File: src/rtl/wd_sup_pkg.sv
// Shared types and defaults for the watchdog supervisor.
// State encodings are visible on the state port, so they are fixed here.
package wd_sup_pkg;

    typedef enum logic [2:0] {
        ST_DISARMED = 3'd0,
        ST_ARMED    = 3'd1,
        ST_KICK     = 3'd2,
        ST_RECOVER  = 3'd3,
        ST_HOLDOFF  = 3'd4
    } wd_sup_state_t;

    localparam int DEFAULT_N_SRC          = 4;
    localparam int DEFAULT_MIN_KICK_GAP   = 16;
    localparam int DEFAULT_RECOVER_CYCLES = 64;
    localparam int TRIP_COUNT_W           = 8;

    function automatic logic is_supervising(input wd_sup_state_t s);
        return (s == ST_ARMED) || (s == ST_KICK);
    endfunction

endpackage

File: src/rtl/wd_sup_timer.sv
// Loadable down-counter; done is high while the count sits at zero.
module wd_sup_timer #(
    parameter int W = 7
) (
    input  logic         clk,
    input  logic         rst,
    input  logic         load,
    input  logic [W-1:0] load_val,
    output logic         done
);

    logic [W-1:0] count_q;
    logic [W-1:0] count_d;

    always_comb begin
        count_d = count_q;
        if (load) begin
            count_d = load_val;
        end else if (count_q != '0) begin
            count_d = count_q - W'(1);
        end
    end

    always_ff @(posedge clk or posedge rst) begin
        if (rst) begin
            count_q <= '0;
        end else begin
            count_q <= count_d;
        end
    end

    assign done = (count_q == '0);

endmodule

File: src/rtl/wd_supervisor.sv
// Arms/disarms the watchdog, merges source liveness into a rate-limited
// heartbeat, forwards software trips and sequences recovery after a trip.
module wd_supervisor
    import wd_sup_pkg::*;
#(
    parameter int N_SRC          = DEFAULT_N_SRC,
    parameter int MIN_KICK_GAP   = DEFAULT_MIN_KICK_GAP,
    parameter int RECOVER_CYCLES = DEFAULT_RECOVER_CYCLES
) (
    input  logic                    clk,
    input  logic                    rst,
    input  logic                    arm,
    input  logic                    disarm,
    input  logic [N_SRC-1:0]        src_alive,
    input  logic                    force_trip,
    input  logic                    wd_warning,
    input  logic                    wd_triggered,
    output logic                    wd_enable,
    output logic                    wd_heartbeat,
    output logic                    wd_force_reset,
    output logic                    sys_reset_req,
    output logic [N_SRC-1:0]        missing_mask,
    output logic [2:0]              state,
    output logic [TRIP_COUNT_W-1:0] trip_count
);

    localparam int GAP_W = $clog2(MIN_KICK_GAP + 1);
    localparam int TMR_W = $clog2(RECOVER_CYCLES + 1);
    localparam logic [GAP_W-1:0] GAP_MAX  = GAP_W'(MIN_KICK_GAP);
    localparam logic [GAP_W-1:0] GAP_KICK = GAP_W'(MIN_KICK_GAP - 1);

    wd_sup_state_t state_q, state_d;
    logic [N_SRC-1:0]        seen_q, seen_d;
    logic [GAP_W-1:0]        gap_q, gap_d;
    logic                    disarm_pend_q, disarm_pend_d;
    logic [TRIP_COUNT_W-1:0] trip_count_q, trip_count_d;
    logic                    force_prev_q;
    logic                    wd_enable_q, wd_enable_d;
    logic                    heartbeat_q, heartbeat_d;
    logic                    force_reset_q, force_reset_d;
    logic                    sys_reset_q, sys_reset_d;
    logic [N_SRC-1:0]        missing_q, missing_d;
    logic                    timer_load;
    logic                    timer_done;

    // Status only; deliberately has no effect on sequencing.
    logic unused_wd_warning;
    assign unused_wd_warning = wd_warning;

    wd_sup_timer #(
        .W(TMR_W)
    ) u_recover_timer (
        .clk      (clk),
        .rst      (rst),
        .load     (timer_load),
        .load_val (TMR_W'(RECOVER_CYCLES - 1)),
        .done     (timer_done)
    );

    always_comb begin
        state_d       = state_q;
        seen_d        = seen_q;
        gap_d         = gap_q;
        disarm_pend_d = disarm_pend_q;
        trip_count_d  = trip_count_q;
        timer_load    = 1'b0;

        unique case (state_q)
            ST_DISARMED: begin
                if (arm && !disarm) begin
                    state_d       = ST_ARMED;
                    seen_d        = '0;
                    gap_d         = '0;
                    disarm_pend_d = 1'b0;
                end
            end
            ST_ARMED: begin
                seen_d = seen_q | src_alive;
                if (gap_q < GAP_MAX) begin
                    gap_d = gap_q + GAP_W'(1);
                end
                if (disarm) begin
                    state_d = ST_DISARMED;
                end else if (wd_triggered) begin
                    state_d = ST_RECOVER;
                end else if ((&seen_q) && (gap_q >= GAP_KICK)) begin
                    state_d = ST_KICK;
                end
            end
            ST_KICK: begin
                seen_d = src_alive;
                gap_d  = '0;
                if (disarm) begin
                    state_d = ST_DISARMED;
                end else if (wd_triggered) begin
                    state_d = ST_RECOVER;
                end else begin
                    state_d = ST_ARMED;
                end
            end
            ST_RECOVER: begin
                if (disarm) begin
                    disarm_pend_d = 1'b1;
                end
                if (timer_done) begin
                    state_d = ST_HOLDOFF;
                end
            end
            ST_HOLDOFF: begin
                if (disarm) begin
                    disarm_pend_d = 1'b1;
                end
                if (!wd_triggered) begin
                    if (disarm_pend_d) begin
                        state_d = ST_DISARMED;
                    end else begin
                        state_d = ST_ARMED;
                        seen_d  = '0;
                        gap_d   = '0;
                    end
                end
            end
            default: state_d = ST_DISARMED;
        endcase

        if ((state_d == ST_RECOVER) && (state_q != ST_RECOVER)) begin
            timer_load = 1'b1;
            if (trip_count_q != '1) begin
                trip_count_d = trip_count_q + TRIP_COUNT_W'(1);
            end
        end
    end

    // Outputs are decoded from the next state so they register alongside it.
    always_comb begin
        wd_enable_d   = is_supervising(state_d);
        heartbeat_d   = (state_d == ST_KICK);
        sys_reset_d   = (state_d == ST_RECOVER);
        missing_d     = is_supervising(state_d) ? ~seen_d : '0;
        force_reset_d = force_trip && !force_prev_q && is_supervising(state_q);
    end

    always_ff @(posedge clk or posedge rst) begin
        if (rst) begin
            state_q       <= ST_DISARMED;
            seen_q        <= '0;
            gap_q         <= '0;
            disarm_pend_q <= 1'b0;
            trip_count_q  <= '0;
            force_prev_q  <= 1'b0;
            wd_enable_q   <= 1'b0;
            heartbeat_q   <= 1'b0;
            force_reset_q <= 1'b0;
            sys_reset_q   <= 1'b0;
            missing_q     <= '0;
        end else begin
            state_q       <= state_d;
            seen_q        <= seen_d;
            gap_q         <= gap_d;
            disarm_pend_q <= disarm_pend_d;
            trip_count_q  <= trip_count_d;
            force_prev_q  <= force_trip;
            wd_enable_q   <= wd_enable_d;
            heartbeat_q   <= heartbeat_d;
            force_reset_q <= force_reset_d;
            sys_reset_q   <= sys_reset_d;
            missing_q     <= missing_d;
        end
    end

    assign state          = state_q;
    assign wd_enable      = wd_enable_q;
    assign wd_heartbeat   = heartbeat_q;
    assign wd_force_reset = force_reset_q;
    assign sys_reset_req  = sys_reset_q;
    assign missing_mask   = missing_q;
    assign trip_count     = trip_count_q;

endmodule

File: config.mk
export PLATFORM = sky130hd
export DESIGN_NAME = wd_supervisor
export DESIGN_NICKNAME = d
export VERILOG_FILES = /design/src/rtl/wd_sup_pkg.sv /design/src/rtl/wd_sup_timer.sv /design/src/rtl/wd_supervisor.sv
export SDC_FILE = /design/constraint.sdc
export NUM_CORES = 1
export LEC_CHECK = 0
export ABC_CLOCK_PERIOD_IN_PS = 3400
export BUFFER_PORTS_ARGS = -buffer_cell sky130_fd_sc_hd__buf_2
export CAP_MARGIN = 20
export CORE_AREA = 2 2 64 66
export DETAILED_ROUTE_END_ITERATION = 8
export DIE_AREA = 0 0 66 68
export PLACE_DENSITY_LB_ADDON = 0.2
export RECOVER_POWER = 50
export SLEW_MARGIN = 20
export SYNTH_ARGS = -nofsm -noshare
export SYNTH_HDL_FRONTEND = slang
export SYNTH_SLANG_ARGS = --single-unit
File: constraint.sdc
create_clock -name clk -period 3.4 [get_ports clk]
set_input_delay 0 -clock clk [delete_from_list [all_inputs] [get_ports clk]]
set_output_delay 0 -clock clk [all_outputs]
set_load 0.05 [all_outputs]
# Word-level counts from Yosys, hierarchy flattened
# Index checks and enable logic that the tools add are counted.
# word_totals
register_bits	37
inputBits	11
out_inout_bits	19
wordCells	78
# op_classes
add_sub_neg	3
magnitude_cmp	2
n_eq_ne	13
muxes	27
n_bitwise	2
reduce_logical	19
# op_table
operator	count
$mux W5	4
$pmux W5 S4	1
$mux W3	6
$mux W4	4
$pmux W4 S4	1
$pmux W3 S5	1
$mux W7	2
$eq A3 B2 Y1 const B	4
$add A8 B1 Y8 const B	1
$ne A2 B2 Y1 const B	4
$ne A8 B8 Y1 const B	1
$logic_not A7 Y1	1
$reduce_bool A7 Y1	1
$sub A7 B1 Y7 const B	1
$eq A3 B1 Y1 const B	2
$add A5 B1 Y5 const B	1
$ge A5 B4 Y1 const B	1
$logic_and A1 B1 Y1	5
$lt A5 B5 Y1 const B	1
$mux W1	5
$reduce_and A5 Y1	1
$mux W2	2
$not A4 Y4	1
$or A4 B4 Y4	1
other kinds (11)	14

# Longest topological paths before layout
# Gate-level depths: netlist of the first run.
# depth
ltp_word	10
depth_mapped	10
mapped_depth_nobuf	8

# By module
# From an unflattened synthesis of the first run, not the netlist that was laid out.
# hier_totals
cells_unflattened	182
hier_area_um2	1959.4
# by_module_without_submodules
module	n_inst	cells_each	area_each_um2	seq_area_each_um2
wd_supervisor	1	135	1501.4	750.7
wd_sup_timer	1	47	457.9	175.2

# Least setup slack after synthesis of the first run
# OpenSTA, ideal clock, no wires.
# synth_timing
path_type	register to register
from	register state_q[0], in the netlist state[0]
to	register trip_count_q[1], in the netlist trip_count[1]
setup_time_ns	0.128
t_arrival_ns	2.223
required_time_ns	3.272
setup_slack_ns	1.050
path_stages_with_launch	8
path_buffers	3
period_less_slack_ns	2.350
path_cell_list	dfrtp_1 -> buf_6 -> or3b_1 -> buf_2 -> o31a_1 -> buf_6 -> nor3_2 -> mux2_1
# synth_between
elab_chain_cells	7
word_cells_on_any_way	16
cone_classes	eq/ne: 6; mux: 7; reduce/logical: 3
# synth_lines
element	line	source
start, declared	wd_supervisor.sv:32	wd_sup_state_t state_q, state_d;
start signal, assigned	wd_supervisor.sv:157	state_q <= state_d;
$mux W3	wd_supervisor.sv:86	end else if ((&seen_q) && (gap_q >= GAP_KICK)) begin
$mux W3	wd_supervisor.sv:84	end else if (wd_triggered) begin
$mux W3	wd_supervisor.sv:82	if (disarm) begin
$pmux W3 S5	wd_supervisor.sv:68	unique case (state_q)
$eq A3 B2 Y1	wd_supervisor.sv:126	if ((state_d == ST_RECOVER) && (state_q != ST_RECOVER)) begin
$logic_and A1 B1 Y1 *	wd_supervisor.sv:126	
$reduce_and A2 Y1 (no source line) *	-	
end signal, assigned	wd_supervisor.sv:161	trip_count_q <= trip_count_d;
end, declared	wd_supervisor.sv:36	logic [TRIP_COUNT_W-1:0] trip_count_q, trip_count_d;
# Mark *: on every way between the ends. The rest lies on a longest branch, timed or not.
# A chain may end at the register's enable or synchronous reset.

# Worst setup path in the final report of the first run
# layout_timing
from	register gap_q[0]
to	register trip_count_q[1], in the netlist trip_count[1]
# layout_between
elab_chain_cells	9
# layout_lines
element	line	source
start, declared	wd_supervisor.sv:34	logic [GAP_W-1:0] gap_q, gap_d;
start signal, assigned	wd_supervisor.sv:159	gap_q <= gap_d;
$ge A5 B4 Y1	wd_supervisor.sv:86	
$logic_and A1 B1 Y1	wd_supervisor.sv:86	
$mux W3	wd_supervisor.sv:86	
$mux W3	wd_supervisor.sv:84	
$mux W3	wd_supervisor.sv:82	
$pmux W3 S5	wd_supervisor.sv:68	
$eq A3 B2 Y1	wd_supervisor.sv:126	
$logic_and A1 B1 Y1	wd_supervisor.sv:126	
$reduce_and A2 Y1 (no source line)	-	
# No other way between the ends.

==> results.md, run 1 <==
* Top cell type's share of synthesized area at 0.512
* Critical Path AT at 2.65 ns
* Fin. Hold Viols at 0
* Routed via count at roughly 1400
* EDFF count, synth at 0
* Final nets at between 200 and 250
* Routed Wire Length at approximately 3700 um
* Post_cts resized at 0
* Global-route wire length before repair at about 6100 um
* Outcome: finished with violations
* Initial Utilization at 0.469
* Largest area contributor in the netlist: dfrtp_1
* Detailed placement HPWL at 2690 um
* Vias in the first global route at around 1300
* Clk sinks at 37
* Root Buffer: clkbuf_8
* Clk_skew at 0.00454 ns
* DRT antenna net count at 0
* P_leak at 1.00 nW
* Layout Utilization at 0.551
* Area contributors post-synth: dfrtp_1 51%, ha_1 3.5%, xnor2_1 3.4%
* Avg WL per Cell at 14.7 um
* Peak VDD IR at approximately 0.27 mV
* Syn Nets at 182
* # fillers at 356
* Dpl cells at about 240
* FF+latch area at around 930 um^2
* Share of cells above drive strength 1 at 0.178
* Post-route minimum period at 2.48 ns
* TritonCTS Buffers at 5
* I/O Pins at 30
* Clock transition at path regs at about 0.07 ns
* Synth Flop Type: dfrtp_1
* Required time worst endpoint at 3.57 ns
* Port Buffers at 28
* Top fanout value on the critical path at 10
* Die Wd at between 60 and 70 um
* Setup TNS Final at 0 ns
* Failing checks: capacitance limit, slew limit
* Cells after Synth at 166
* Diode count at 0
* Multi-input gate area at about 810 um^2
* First-pass DRT Iterations at 4
* Area growth syn-to-layout at 17.7%
* Fin Hold WS at 0.0609 ns
* DR iter-0 viols at 35
* Sequential fraction of the synthesis area at 0.512
* Class of the most critical setup path: reg -> reg
* Slew headroom at -0.279
* H-tree depth at 2
* Pins Over Slew Limit at 38
* Clk Latency, worst-skew pair at 0.28 ns
* Rows at 23
* Maxcap violations at 1
* Die height at 68 um
* CTS tree: yes
* Largest net degree at the start of global routing at 38
* Hold crit path type: in -> reg
* Clk buf depth at 2
* Setup crit end kind: flop
* Post-Layout Cell Count at about 250
* Synth async-reset ratio at 1.00
* Most frequent CP cell: ha_1
* Pwr/cell area at 391 nW/um^2
* Yosys warnings at 0
* FF+latch count, synth at 37
* Core Area at 3860 um^2
* DRC viols at 0
* CP Cell Sequence: ha_1 -> and3_1 -> ha_1 -> nor2_1 -> a211oi_1 -> o31a_1 -> nor3_2 -> mux2_1
* Post-DR vias/cell at 5.41
* Worst-margin pin slew at 1.92 ns
* Global placer's final weighted congestion at 0.822
* Initial antenna violation count at 0
* Cell area after synthesis at roughly 1800 um^2
* CP max-delay cell: o31a_1
* Grt ovf at 0
* Syn Area/Cell at 10.9 um^2
* Post-CTS Setup Bufs at 0
* Unrepaired setup endpoints after global routing: false
* Aggregate global-route resource usage at 0.180
* Final setup fails at 0
* Post-synth cell types at 48
* Achievable frequency at 0.403 GHz
* CP Launch Type: flop
* Period utilization at 0.730
* Die area at about 4500 um^2
* CP max stage delay at 0.46 ns
## through the flow
stage                     total power [mW]  cell area, um^2  setup WS [ns]
after floorplan                      0.460             1810           1.05
after global placement               0.471             1970          0.983
after detailed placement             0.472             1970          0.918
after CTS                            0.843             2140          0.916
after global routing                 0.862             2130          0.801
final                                0.831             2130          0.918
## worst paths after layout
path / end / depth (start not counted) / startpoint / slack (ns)
worst max-delay path: trip_count[1]$_DFFE_PP0P_ / 8 / gap_q[0]$_DFFE_PP0P_ / 0.92
worst min-delay path: disarm_pend_q$_DFFE_PP0P_ / 3 / disarm / 0.06
worst max register to register: trip_count[1]$_DFFE_PP0P_ / 8 / gap_q[0]$_DFFE_PP0P_ / 0.92
worst min register to register: wd_force_reset$_DFF_PP0_ / 1 / force_prev_q$_DFF_PP0_ / 0.42
max in group asynchronous: gap_q[4]$_DFFE_PP0P_ / 4 / rst / 1.35
min in group asynchronous: trip_count[5]$_DFFE_PP0P_ / 4 / rst / 0.95
## critical path: cells and delay by family, from the launching register on
| family | cells | cell delay [ns] |
|---|---|---|
| adder cells (fa/ha/maj) | 2 | 0.41 |
| AND/OR/NAND/NOR | 3 | 0.63 |
| flip-flops | 1 | 0.42 |
| AO/OA/AOI/OAI | 2 | 0.56 |
| multiplexers | 1 | 0.35 |
## layout make-up
cell class / count / share of cell area
Clock buffer: 5 / 0.0324
Clock inverter: 2 / 0.0165
Inverter: 6 / 0.0106
Multi-Input combinational cell: 116 / 0.380
Sequential cell: 37 / 0.436
Tap cell: 50 / 0.0294
Timing Repair Buffer: 36 / 0.0959
## routing by layer
layer	track usage	part of all wire
met1	0.230	0.46
met2	0.301	0.50
met3	0.0526	0.032
met4	0.0536	0.0073
met5	0	0
## state kept, by name, summed over array words and instances, names as in the netlist
register,count
disarm_pend_q,1
force_prev_q,1
gap_q,5
missing_mask,4
seen_q,4
state,3
sys_reset_req,1
trip_count,8
u_recover_timer.count_q,7
wd_enable,1
wd_force_reset,1
wd_heartbeat,1
## kinds of logic (layout without fill, tap and decap cells)
logic type,count (synthesis),in the layout,share of synthesized area
DFF,37,37,0.512
AOI/OAI and AO/OA,29,29,0.116
muxes,2,2,0.0125
and+or+nand+nor,67,67,0.220
adders and majority gates,5,5,0.0346
xor gates and xnor gates,13,13,0.0630
buffers and inverters,13,49,0.0409
## layout by cell type (no fill, tap or decap), drive strengths merged, types with 4 or more instances in the layout
master	synthesis	routed
ha	5	5
dfrtp	37	37
clkbuf	2	14
inv	6	6
a21oi	4	4
nand4	5	5
nor4b	4	4
nor4	6	6
nand3	4	4
xnor2	7	7
xor2	6	6
o21ai	6	6
nand2	16	16
buf	5	20
nor2	13	13
dlygate4sd3	0	7
a22o	4	4
## Yosys cell counts, types with 2 or more instances
cell type / n
dfrtp_1: 37
nand2_1: 16
nor2_1: 13
xnor2_1: 7
inv_1: 6
xor2_1: 6
ha_1: 5
nand4_1: 5
o21ai_0: 5
a21oi_1: 4
a22o_1: 4
nand3_1: 4
and3_1: 3
buf_6: 3
nand2b_1: 3
nor4_1: 3
nor4_2: 3
buf_2: 2
clkbuf_1: 2
mux2_1: 2
nor3_1: 2
nor4b_1: 2
nor4b_2: 2
o31ai_1: 2
or3_1: 2
## repair_timing
action | CTS | global route
endpoints found under the setup margin | 0 | 0
hold buffers | 7 | 0
hold endpoints to repair | 44 | 0
## report_power, final
part           switching, mW  leakage, nW  internal [mW]
Combinational         0.0158        0.500         0.0109
Clock                  0.150       0.0540          0.213
Sequential          0.000529        0.449          0.441
Total                  0.166         1.00          0.665
Power figures use the tool's default switching activity.
==> inputs of run 2 (changes only) <==
ABC_CLOCK_PERIOD_IN_PS = 2450   (was 3400)
clock period = 2.45 ns   (was 3.4 ns; I/O delays follow)
==> run 2 against run 1 <==
The run now ends clean. Combinational power is 48% higher. Total power is 27% higher. Flip-flop and latch count stayed put. Sequential power is 39% higher. Die area stayed put. Cell count is 4.0% higher. Fmax is 4.4% higher. Sequential share of layout area is 1.4 points lower. Count of clock-buffer cells in the layout is 1 higher. First-iteration DRC count is 8.6% lower. Critical path type unchanged.
==> results.md, run 2 (synthesis results as in run 1) <==
* Pre-CTS WS at 0.0428 ns
* Grt ovf at 0
* Clk buf depth at 2
* Pins Over Slew Limit at 0
* Clk sinks at 37
* Critical path depth at 9
* Die area at 4490 um^2
* DRT antenna net count at 0
* Aggregate global-route resource usage at 0.184
* FF+latch area at 926 um^2
* DR iter-0 viols at 32
* Top fanout value on the critical path at 5
* Achievable frequency at 0.421 GHz
* Detailed placement HPWL at between 2000 and 3000 um
* Routed Wire Length at 3740 um
* Routed via count at 1435
* Hold path depth at 2
* Post-DR vias/cell at 5.48
* Fin. Hold Viols at 0
* Initial Utilization at 0.469
* Post-route minimum period at 2.38 ns
* I/O Pins at 30
* Required time worst endpoint at between 2 and 3 ns
* Avg WL per Cell at around 14 um
* Slew headroom at 0.414
* Worst path top cell family by delay: simple AND/OR/NAND/NOR gates
* CP max stage delay at 0.42 ns
* Global-route wire length before repair at 6070 um
* Reg2reg path depth at 9
* CP Launch Type: flop
* P_leak at 1.03 nW
* Multi-input gate area at 847 um^2
* CP max-delay cell: dfrtp_1
* Commonest cells after routing, fill and taps aside: 37 x dfrtp_1, 21 x clkbuf_1, 16 x nand2_1, 12 x nor2_1, 10 x buf_2
* Die height at 68 um
* Setup crit end kind: flop
* TritonCTS Buffers at 5
* Final setup fails at 0
* Final nets at 227
* CP Cell Sequence: ha_1 -> and3_1 -> ha_1 -> nor2_2 -> a211oi_1 -> o31a_1 -> buf_4 -> nor4b_2 -> xor2_1
* Max reg flops at 8
* DRC viols at 0
* Tot Pwr at 1.06 mW
* Clk_skew at 0.00709 ns
* Largest net degree at the start of global routing at 22
* Worst path bufs/invs at 1
* Class of the most critical setup path: reg -> reg
* First-pass DRT Iterations at 5
* Area growth syn-to-layout at 21.5%
* Period utilization at 0.970
* Most frequent CP cell: ha_1
* Port Buffers at 28
* CTS tree: yes
* Peak VDD IR at 0.379 mV
* Critical Path AT at around 2.6 ns
* Maxcap violations at 0
* Clock transition at path regs at 0.07 ns
* Pwr/cell area at 481 nW/um^2
* Unrepaired setup endpoints after global routing: true
* Final worst slack at ~0.073 ns
* H-tree depth at 2
* Root Buffer: clkbuf_8
* Die Wd at 66 um
* Initial antenna violation count at 0
* Commonest non-fill, non-tap cell in the layout: dfrtp_1
* Share of cells above drive strength 1 at 0.170
* Outcome: finished clean
* Hold crit path type: in -> reg
* Vias in the first global route at 1348
* Core Area at 3860 um^2
* # fillers at 356
* Clk Latency, worst-skew pair at 0.29 ns
* Worst-margin pin slew at around 0.9 ns
* Rows at 23
* Diode count at 0
* Global placer's final weighted congestion at 0.803
-- run 2: cell types whose count changed in the layout (fill, tap and decap cells not counted), moves of 3 or more --
cell / change
clkbuf_1: +12
buf_2: -10
buf_4: +8
nor4_2: -3
nor4_4: +3
-- run 2: final cells by class --
cell class,count,area share
sequential,37,0.422
multi-input combinational,116,0.386
timing repair buffer,45,0.116
clock buffer,6,0.0330
tap,50,0.0285
inverter,6,0.0103
clock inverter,2,0.00456
-- run 2: final timing paths --
| kind | from | endpoint | slack [ns] |
|---|---|---|---|
| setup / recovery | gap_q[0]$_DFFE_PP0P_ | trip_count[3]$_DFFE_PP0P_ | 0.07 |
| hold / removal | wd_triggered | state[2]$_DFF_PP0_ | 0.05 |
| setup reg to reg | gap_q[0]$_DFFE_PP0P_ | trip_count[3]$_DFFE_PP0P_ | 0.07 |
| hold reg to reg | force_prev_q$_DFF_PP0_ | wd_force_reset$_DFF_PP0_ | 0.41 |
| max in group asynchronous | rst | seen_q[0]$_DFF_PP0_ | 0.78 |
| min in group asynchronous | rst | sys_reset_req$_DFF_PP0_ | 0.41 |
-- run 2: per-layer routing --
layer,vias up,share of wire,global-route usage
met2,32,0.51,0.326
met4,0,0.019,0.0740
met1,704,0.43,0.207
met3,8,0.045,0.0592
met5,-,0,0
li1,691,-,-
-- run 2: stage by stage --
step | setup TNS, ns | instance area (um^2) | std cells | utilization | hold WS (ns)
detailed placement | 0 | 2020 | 245 | 0.523 | 0.123
global route | -0.189 | 2200 | 262 | 0.569 | 0.0553
global placement | 0 | 2020 | 245 | 0.523 | 0.122
finish | 0 | 2200 | 262 | 0.569 | 0.0510
CTS | 0 | 2170 | 260 | 0.563 | 0.0517
floorplan | 0 | 1810 | 166 | - | 0.0314
-- run 2: power by group --
part	total, mW	internal [mW]	switching, mW
logic	0.0396	0.0166	0.0230
clock network	0.403	0.197	0.206
registers	0.613	0.612	0.000598
-- run 2: what timing repair did --
item | in CTS | in global routing
endpoints found under the setup margin | 0 | 12
setup buffers | 0 | 2
resized for setup | 0 | 6
hold endpoints to repair | 27 | 0
hold buffers | 7 | 0
